--- config.mk ---
export PLATFORM = sky130hd
export DESIGN_NAME = mux_scan_sequencer
export DESIGN_NICKNAME = d
export VERILOG_FILES = /design/src/rtl/mux_scan_pkg.sv /design/src/rtl/scan_dwell_counter.sv /design/src/rtl/mux_scan_sequencer.sv
export SDC_FILE = /design/constraint.sdc
export NUM_CORES = 1
export LEC_CHECK = 0
export ABC_AREA = 1
export BUFFER_PORTS_ARGS = -buffer_cell sky130_fd_sc_hd__buf_4
export CAP_MARGIN = 10
export CORE_MARGIN = 3
export CORE_UTILIZATION = 51
export CTS_CLUSTER_DIAMETER = 50
export DETAILED_ROUTE_END_ITERATION = 10
export PLACE_DENSITY = 0.87
export RECOVER_POWER = 100
export SLEW_MARGIN = 5
export SYNTH_ARGS = -nofsm -noshare
export SYNTH_HDL_FRONTEND = slang
export SYNTH_HIERARCHICAL = 1
export SYNTH_SLANG_ARGS = --single-unit
--- constraint.sdc ---
create_clock -name clk -period 1.7 [get_ports clk]
set_input_delay 0.255 -clock clk [delete_from_list [all_inputs] [get_ports clk]]
set_output_delay 0.255 -clock clk [all_outputs]
set_load 0.02 [all_outputs]
--- src/rtl/mux_scan_pkg.sv ---
// mux_scan_pkg: shared state encodings and channel constants for the mux scan sequencer
package mux_scan_pkg;
  typedef enum logic [1:0] {IDLE = 2'd0, SCAN = 2'd1, DONE = 2'd2} state_t;
  localparam logic [1:0] CH0 = 2'b00;
  localparam logic [1:0] CH1 = 2'b01;
  localparam logic [1:0] CH2 = 2'b10;
  localparam logic [1:0] CH3 = 2'b11;
  localparam int NUM_CH = 4;
endpackage

--- src/rtl/scan_dwell_counter.sv ---
// scan_dwell_counter: counts 0..DWELL-1 while enabled, flags the final dwell cycle
module scan_dwell_counter #(
  parameter int DW_W  = 4,
  parameter int DWELL = 1
) (
  input  logic clk,
  input  logic rst_n,
  input  logic clear,
  input  logic enable,
  output logic last
);
  logic [DW_W-1:0] cnt;
  assign last = cnt == DW_W'(DWELL - 1);
  always_ff @(posedge clk or negedge rst_n)
    if (!rst_n) cnt <= '0;
    else if (clear) cnt <= '0;
    else if (enable) cnt <= last ? '0 : cnt + DW_W'(1);
endmodule

--- src/rtl/mux_scan_sequencer.sv ---
// mux_scan_sequencer: drives a 4:1 mux through all selects and reassembles its output word
module mux_scan_sequencer
  import mux_scan_pkg::*;
#(
  parameter int DWELL = 1,
  parameter int DW_W  = 4
) (
  input  logic       clk,
  input  logic       rst_n,
  input  logic       start,
  input  logic       cont,
  input  logic [3:0] word_in,
  input  logic       mux_out,
  output logic       I0,
  output logic       I1,
  output logic       I2,
  output logic       I3,
  output logic       S0,
  output logic       S1,
  output logic       sel_valid,
  output logic       busy,
  output logic       done,
  output logic [3:0] result,
  output logic       match
);
  if (DWELL < 1 || DWELL > 15 || (1 << DW_W) <= DWELL) begin : g_bad_param
    $error("mux_scan_sequencer: DWELL must be 1..15 and fit in DW_W bits");
  end
  state_t     state, nxt;
  logic [1:0] ch;
  logic [3:0] word;
  logic       last, load, scanning;
  assign load     = (state == IDLE && start) || (state == DONE && cont);
  assign scanning = state == SCAN;
  assign {I3, I2, I1, I0} = word;
  assign {S1, S0} = ch;
  scan_dwell_counter #(.DW_W(DW_W), .DWELL(DWELL)) u_dwell (
    .clk(clk), .rst_n(rst_n), .clear(load), .enable(scanning), .last(last)
  );
  always_ff @(posedge clk or negedge rst_n)
    if (!rst_n) state <= IDLE;
    else state <= nxt;
  always_comb
    nxt = state == IDLE ? (start ? SCAN : IDLE) :
          state == SCAN ? (last && ch == CH3 ? DONE : SCAN) :
          state == DONE ? (cont ? SCAN : IDLE) : IDLE;
  // the channel only wraps back to CH0 through a fresh load, never inside SCAN
  always_ff @(posedge clk or negedge rst_n)
    if (!rst_n) begin
      word   <= '0;
      ch     <= CH0;
      result <= '0;
    end else if (load) begin
      word <= word_in;
      ch   <= CH0;
    end else if (scanning && last) begin
      result[ch] <= mux_out;
      if (ch != CH3) ch <= ch + 2'd1;
    end
  always_comb begin
    sel_valid = state == SCAN;
    busy      = state != IDLE;
    done      = state == DONE;
    match     = done && result == word;
  end
endmodule

==> results.cfg, run 1 <==
[logic_synthesis]
synth_area_um2 = 902
synth_cells = 111
yosysSeqAreaShare = 0.444
synth-main-ff-cell = dfrtp_1
yosys-top-cells-area = dfrtp_1 (44%), nand2_1 (12%), ha_1 (8.3%)
async_reset_ff_frac = 1.00
ys_ff_latch = 16
syn_nets = 126
synth_top_area_cell = dfrtp_1
yosysWarningCount = 6
synthTopCellsByCount = nand2_1 (29), inv_1 (19), dfrtp_1 (16)
synth_top_area_share = 0.444
synth_edf_count = 0
synth_cell_types = 22
avgSynthCellArea_um2 = 8.13
yosysMostFrequentCell = nand2_1

[sta]
setup_viol = 0
holdWs_ps = 167
fin_crit_sh = 0.924
worst_pin_slew_ps = 873
period_needed_ps = 1570
slew_headroom = 0.418
fmax_ghz = 0.637
timing_max_transition_violations_final = 0
tns_ps = 0
rsz0062_at_grt = no
finClkSkew_ps = 2.72
hold_viol_final = 0

[grt]
grt_pass1_wl_um = 3280
grt_max_degree = 17
track_usage = 0.210
grt_pass1_vias = 801
met1_usage = 0.242
grt_busiest_layer = met2
antenna_found_initial = 0
met3_usage = 0.0526
met2_usage = 0.351
grt_overflow = 0

[detailed_routing]
drtIter0Drc = 27
drc_errors = 0
vias = 808
vias_per_cell = 5.21
routed_wirelength_um = 1940
firstDrtPassIters = 4
ant_nets = 0
wl_per_cell_um = 12.5

[final_layout]
syn2layout_area_growth_pct = 19.1
n_antenna_cell = 0
fill_cells = 141
drive_above_1_share = 0.158
layoutNonFillerInstCount = 155
final_util = 0.682
nets = 155

[placed_design]
place.gp.congestion = 0.752
dp.cells = 149
port_buffers = 22
dpl.hpwl_um = 1510

[clock_tree]
cts_buffers = 3
clk_pin_slew_ps = 100
clockBufferDepth = 2
htreeDepth = 1
clock_latency_ps = 280
clock_sinks = 16
cts_tree = yes
cts_resized = 0
clock-root-buffer = clkbuf_4

[run_status]
status = completed

[floorplanning]
dieArea_um2 = 2310
initial_utilization = 0.572
die_w_um = 48.1
die_h_um = 48.1
core_um2 = 1580
boundaryPins = 23
rows = 14

[setup_path]
cp.required_ps = 1440
crit_chain = or2_2 > o211ai_1 > nor2_1 > buf_2
crit_family = flip-flops
crit_fanout = 4
max_stage_delay_ps = 420
cp-end-kind = primary output
cp_slowest_cell = dfrtp_1
critical_path_buf_inv_count = 1
setup.worst_path.class = flip-flop to primary output
start_kind = flip-flop
cp.arrival_ps = 1320
crit_path_start = result[3]
regToRegStartpoint = state[0]

[pwr]
ir_worst_vdd_uv = 1040
powerDensity_nw_per_um2 = 1730
total_power_mw = 1.86
leakagePower_nw = 0.579

[min_path]
min_path_type = primary input to flip-flop
hp-start = word_in[1]

[run]
maxCapViolCount = 0
## metal layers
metal	wire length, µm	up-vias
li1	-	397
met1	824	380
met2	966	29
met3	133	2
met4	14	0
met5	0	-
## stage by stage
| stage | setup WS [ps] | cell area [µm²] |
|---|---|---|
| 3_3_place_gp | 356 | 1090 |
| 3_5_place_dp | 256 | 1090 |
| 2_1_floorplan | 405 | 902 |
| 4_1_cts | 110 | 1130 |
| 5_1_grt | 23.5 | 1070 |
| 6_report | 129 | 1070 |
## state kept, by name (all words and copies together) (netlist names)
| name | flops |
|---|---|
| ch | 2 |
| result | 4 |
| state | 2 |
| u_dwell/cnt | 4 |
| word | 4 |
## timing repair
action                                  CTS  global route
endpoints found under the setup margin    0             1
hold buffers                              1             0
endpoints found under the hold margin    16             0
setup buffers                             0             1
## worst min-delay path, cell delays in order
cell	delay, ps
buf_4	70
nand2_1	40
o21ai_0	50
## cell families after synthesis
logic type	Yosys count	synth area share
xor gates and xnor gates	1	0.00971
AOI/OAI and AO/OA	15	0.0971
DFF	16	0.444
and+or+nand+nor	52	0.279
adders and majority gates	6	0.0832
buffers and inverters	21	0.0874
## area by class of cell
| cell class | count | area, µm² | area share |
|---|---|---|---|
| multi-input combinational | 74 | 408 | 0.380 |
| sequential | 16 | 400 | 0.373 |
| timing repair buffer | 24 | 131 | 0.122 |
| inverter | 21 | 78.8 | 0.0733 |
| clock buffer | 4 | 36.3 | 0.0338 |
| tap | 16 | 20.0 | 0.0186 |
## cells in the final DEF (no fill, tap or decap), drive strengths merged
cell         Yosys  final
o211ai           1      1
dfrtp           16     16
a21oi            3      3
or2              1      1
nand2           34     34
nand3            6      6
o21bai           1      1
buf              0      9
clkbuf           0     18
dlygate4sd3      0      1
nand4            1      1
ha               6      6
nor2             9      9
o21ai           10     10
xnor2            1      1
nand3b           1      1
inv             21     21
## final timing paths
path / slack (ps) / to / depth (start not counted)
max: 130 / match / 4
min: 170 / word[1] / 3
max reg2reg: 170 / u_dwell/cnt[3] / 8
min reg2reg: 540 / word[2] / 2
max in group asynchronous: 570 / ch[1] / 2
min in group asynchronous: 590 / word[1] / 2
## power breakdown
part | total (mW) | internal [mW] | switching [mW]
clock | 0.251 | 0.130 | 0.121
combinational | 0.966 | 0.310 | 0.657
sequential | 0.643 | 0.519 | 0.125
No activity file was read; power rests on OpenSTA's default activity.
==> run 2, diff against run 1 <==
--- a/config.mk
+++ b/config.mk
@@ -13,7 +13,7 @@
 export CTS_CLUSTER_DIAMETER = 50
 export DETAILED_ROUTE_END_ITERATION = 10
 export PLACE_DENSITY = 0.87
-export RECOVER_POWER = 100
+export RECOVER_POWER = 25
 export SLEW_MARGIN = 5
 export SYNTH_ARGS = -nofsm -noshare
 export SYNTH_HDL_FRONTEND = slang
==> run 2 against run 1 <==
Effect of this change: via count rose by 1.1%; power rose by 7.4%; first-iteration DRC count fell by 22%; setup slack got worse by 4.1 ps; combinational power rose by 14%; largest power group unchanged; clock power barely moved; count of clock-buffer cells in the layout did not move; cell area rose by 5.8%; critical path type unchanged; fmax fell by 0.26%.
==> results.cfg, run 2 (synthesis results as in run 1) <==
[clock_tree]
cts_tree = yes
clockBufferDepth = 2
cts_buffers = 3
clock-root-buffer = clkbuf_4
htreeDepth = 1
clock_latency_ps = 280
clk_pin_slew_ps = 100
cts_resized = 0
clock_sinks = 16

[final_layout]
fin_area_um2 = 1140
multiInputGateArea_um2 = 423
drive_above_1_share = 0.288
syn2layout_area_growth_pct = 26.1
n_antenna_cell = 0
mostFrequentLayoutCells = nand2_1 (29), buf_4 (22), inv_1 (19), dfrtp_1 (16), o21ai_0 (7)
layout_commonest_cell = nand2_1
seq_area_um2 = 400
reg_top3 = result x4, u_dwell/cnt x4, word x4
nets = 155
fill_cells = 127

[placed_design]
place.gp.congestion = 0.752
port_buffers = 22
dp_slack_ps = 256
detailed_place.area_um2 = 1090
dpl.hpwl_um = 1510

[setup_path]
cp.arrival_ps = 1320
crit_fanout = 4
cp.required_ps = 1440
setup.worst_path.class = flip-flop to primary output
start_kind = flip-flop
cp-end-kind = primary output

[floorplanning]
core_um2 = 1580
rows = 14
dieArea_um2 = 2310
boundaryPins = 23
die_h_um = 48.1
die_w_um = 48.1
initial_utilization = 0.572

[sta]
period_needed_ps = 1570
rsz0062_at_grt = no
slew_headroom = 0.425
worst_pin_slew_ps = 863
fin_ws_ps = 125
fmax_ghz = 0.635
tns_ps = 0
hold_viol_final = 0
fin_crit_sh = 0.926
setup_viol = 0
finClkSkew_ps = 2.61
timing_max_transition_violations_final = 0
holdWs_ps = 167

[grt]
grt_pass1_vias = 801
antenna_found_initial = 0
grt_overflow = 0
track_usage = 0.210
grt_max_degree = 17
grt_pass1_wl_um = 3280

[detailed_routing]
vias = 817
firstDrtPassIters = 5
drc_errors = 0
vias_per_cell = 5.27
wl_per_cell_um = 12.5
routed_wirelength_um = 1940
ant_nets = 0
drtIter0Drc = 21

[pwr]
ir_worst_vdd_uv = 1110
leakagePower_nw = 0.625
powerDensity_nw_per_um2 = 1760

[run_status]
status = completed

[run]
maxCapViolCount = 0

[min_path]
min_path_type = primary input to flip-flop
run 2: path summary, 6_finish.rpt:
kind / start / to / slack, ps / cells after the start
max reg2reg: u_dwell/cnt[0] / result[3] / 210 / 9
min: word_in[1] / word[1] / 170 / 3
min reg2reg: word[2] / word[2] / 540 / 2
max: result[3] / match / 130 / 4
max in group asynchronous: rst_n / ch[1] / 580 / 2
min in group asynchronous: rst_n / word[1] / 590 / 2
run 2: area by class of cell:
type | instances | area share
multi-input cells | 74 | 0.372
flip-flops and latches | 16 | 0.352
repair buffers | 24 | 0.157
inverters | 21 | 0.0693
clock buffers | 4 | 0.0319
well taps | 16 | 0.0176
run 2: worst max-delay path, cell delays in order, from the launching register on:
cell      delay (ps)
dfrtp_1          420
or2_2            310
o211ai_1          90
nor2_1            70
buf_4            150
run 2: power by group:
part / total (mW) / leakage (nW) / internal, mW / switching, mW
logic: 1.10 / 0.400 / 0.431 / 0.670
registers: 0.648 / 0.204 / 0.519 / 0.129
clock network: 0.251 / 0.0210 / 0.130 / 0.121
total: 2.00 / 0.625 / 1.08 / 0.920
run 2: per-stage QoR:
stage                     total power, mW  std cells  utilization
final                                2.00        155        0.721
after global routing                 2.18        155        0.721
after CTS                            2.00        154        0.719
after detailed placement             1.74        149        0.690
after global placement               1.69        149        0.690
after floorplan                      1.34        111            -
run 2: timing repair:
item	4_1_cts	5_1_grt
buffers inserted	0	1
setup endpoints to repair	0	1
hold endpoints to repair	16	0
hold buffers	1	0
run 2: per-layer routing:
layer | GRT usage | share of wire | vias to the layer above
met5 | 0 | 0 | -
met4 | 0.118 | 0.020 | 0
met3 | 0.0526 | 0.070 | 6
met2 | 0.351 | 0.49 | 29
met1 | 0.242 | 0.42 | 384
li1 | - | - | 398
==> run 3, diff against run 2 <==
--- a/config.mk
+++ b/config.mk
@@ -8,12 +8,12 @@
 export ABC_AREA = 1
 export BUFFER_PORTS_ARGS = -buffer_cell sky130_fd_sc_hd__buf_4
 export CAP_MARGIN = 10
-export CORE_MARGIN = 3
 export CORE_UTILIZATION = 51
 export CTS_CLUSTER_DIAMETER = 50
 export DETAILED_ROUTE_END_ITERATION = 10
 export PLACE_DENSITY = 0.87
 export RECOVER_POWER = 25
+export REMOVE_ABC_BUFFERS = 1
 export SLEW_MARGIN = 5
 export SYNTH_ARGS = -nofsm -noshare
 export SYNTH_HDL_FRONTEND = slang
==> constraint.sdc (replaced) <==
create_clock -name clk -period 1.7 [get_ports clk]
set_input_delay 0.255 -clock clk [delete_from_list [all_inputs] [get_ports clk]]
set_output_delay 0.255 -clock clk [all_outputs]
set_load 0.1 [all_outputs]
==> run 3 against run 2 <==
Effect of this change: the flow now finishes with violations (DRC); sequential share of layout area fell by 0.83 points; clock skew rose by 3.7 ps; final cell count up 0.65%; non-clock buffer count up 1.
==> results.cfg, run 3 (synthesis results as in run 1) <==
[run_status]
status = complete, but fails checks
violations = DRC

[setup_path]
reg2reg_slack_ps = 240
cp.arrival_ps = 1390
cp-end-kind = primary output
crit_fanout = 4
setup.worst_path.class = flip-flop to primary output
start_kind = flip-flop
cp.required_ps = 1440

[clock_tree]
clk_pin_slew_ps = 100
cts_buffers = 3
htreeDepth = 1
clock-root-buffer = clkbuf_4
clockBufferDepth = 2
clock_sinks = 16
clock_latency_ps = 290
cts_tree = yes

[sta]
fmax_ghz = 0.607
timing_max_transition_violations_final = 0
slew_headroom = 0.419
finClkSkew_ps = 6.32
hold_viol_final = 0
fin_crit_sh = 0.969
period_needed_ps = 1650
holdWs_ps = 173
setup_viol = 0
tns_ps = 0
worst_pin_slew_ps = 872

[detailed_routing]
routed_wirelength_um = 1990
drc_errors = 4
wl_per_cell_um = 12.8
vias_per_cell = 5.19
firstDrtPassIters = 7
wl_met3_um = 75
ant_nets = 0
routed-wl-met2_um = 1080
drtIter0Drc = 17
highest_layer = met4
vias = 809
met1_length_um = 823

[final_layout]
fin_area_um2 = 1160
syn2layout_area_growth_pct = 29.1
n_antenna_cell = 0
reg_top3 = result x4, u_dwell/cnt x4, word x4
drive_above_1_share = 0.321
nets = 156
layout_commonest_cell = nand2_1
mostFrequentLayoutCells = nand2_1 (28), buf_4 (22), inv_1 (18), dfrtp_1 (16), o21ai_0 (7)

[run]
maxCapViolCount = 0

[placed_design]
dpl.hpwl_um = 1490
detailed_place.area_um2 = 1090
port_buffers = 22
place.gp.congestion = 0.739

[floorplanning]
die_w_um = 44.1
rows = 14
die_h_um = 44.1
core_um2 = 1580
boundaryPins = 23
initial_utilization = 0.572
dieArea_um2 = 1940

[grt]
grt_pass1_vias = 753
antenna_found_initial = 0
grt_pass1_wl_um = 3130
track_usage = 0.228
grt_overflow = 0
grt_max_degree = 17

[min_path]
min_path_type = primary input to flip-flop
-- run 3: per-stage QoR --
step,utilization,setup WS (ps),std cells
after CTS,0.721,3.99,154
final,0.739,51.9,156
after global placement,0.690,326,149
after detailed placement,0.690,301,149
after floorplan,-,-1150,111
after global routing,0.739,-17.6,156
-- run 3: worst paths after layout --
kind,to,from,cells after the start
max in group asynchronous,state[0],rst_n,2
min,word[1],word_in[1],3
max reg2reg,result[0],u_dwell/cnt[0],9
min reg2reg,result[3],result[3],2
min in group asynchronous,word[1],rst_n,2
max,sel_valid,state[0],4
-- run 3: per-layer routing --
layer | GRT usage | vias to the layer above
met5 | 0 | -
met4 | 0.109 | 0
met3 | 0.0245 | 2
met2 | 0.432 | 18
met1 | 0.248 | 386
li1 | - | 403
-- run 3: final cells by class --
cell class / count / area [µm²]
repair buffers: 25 / 199
inverters: 21 / 78.8
well taps: 16 / 20.0
flip-flops and latches: 16 / 400
clock buffers: 4 / 36.3
multi-input cells: 74 / 430
fillers: 120 / 412
-- run 3: critical path: stages (launching register included) --
cell and delay, ps:
dfrtp_1 400, inv_2 60, buf_4 130, nor2_2 190, buf_4 340
-- run 3: timing repair --
item / CTS / global route
hold buffers: 1 / 0
endpoints found under the hold margin: 16 / 0
pin swaps: 0 / 2
setup buffers: 0 / 2
setup endpoints to repair: 1 / 1
gates resized for setup: 1 / 6
Power of run 3 is not shown: default switching activity piles up to over one toggle a cycle in this logic, so the estimate is an artifact.
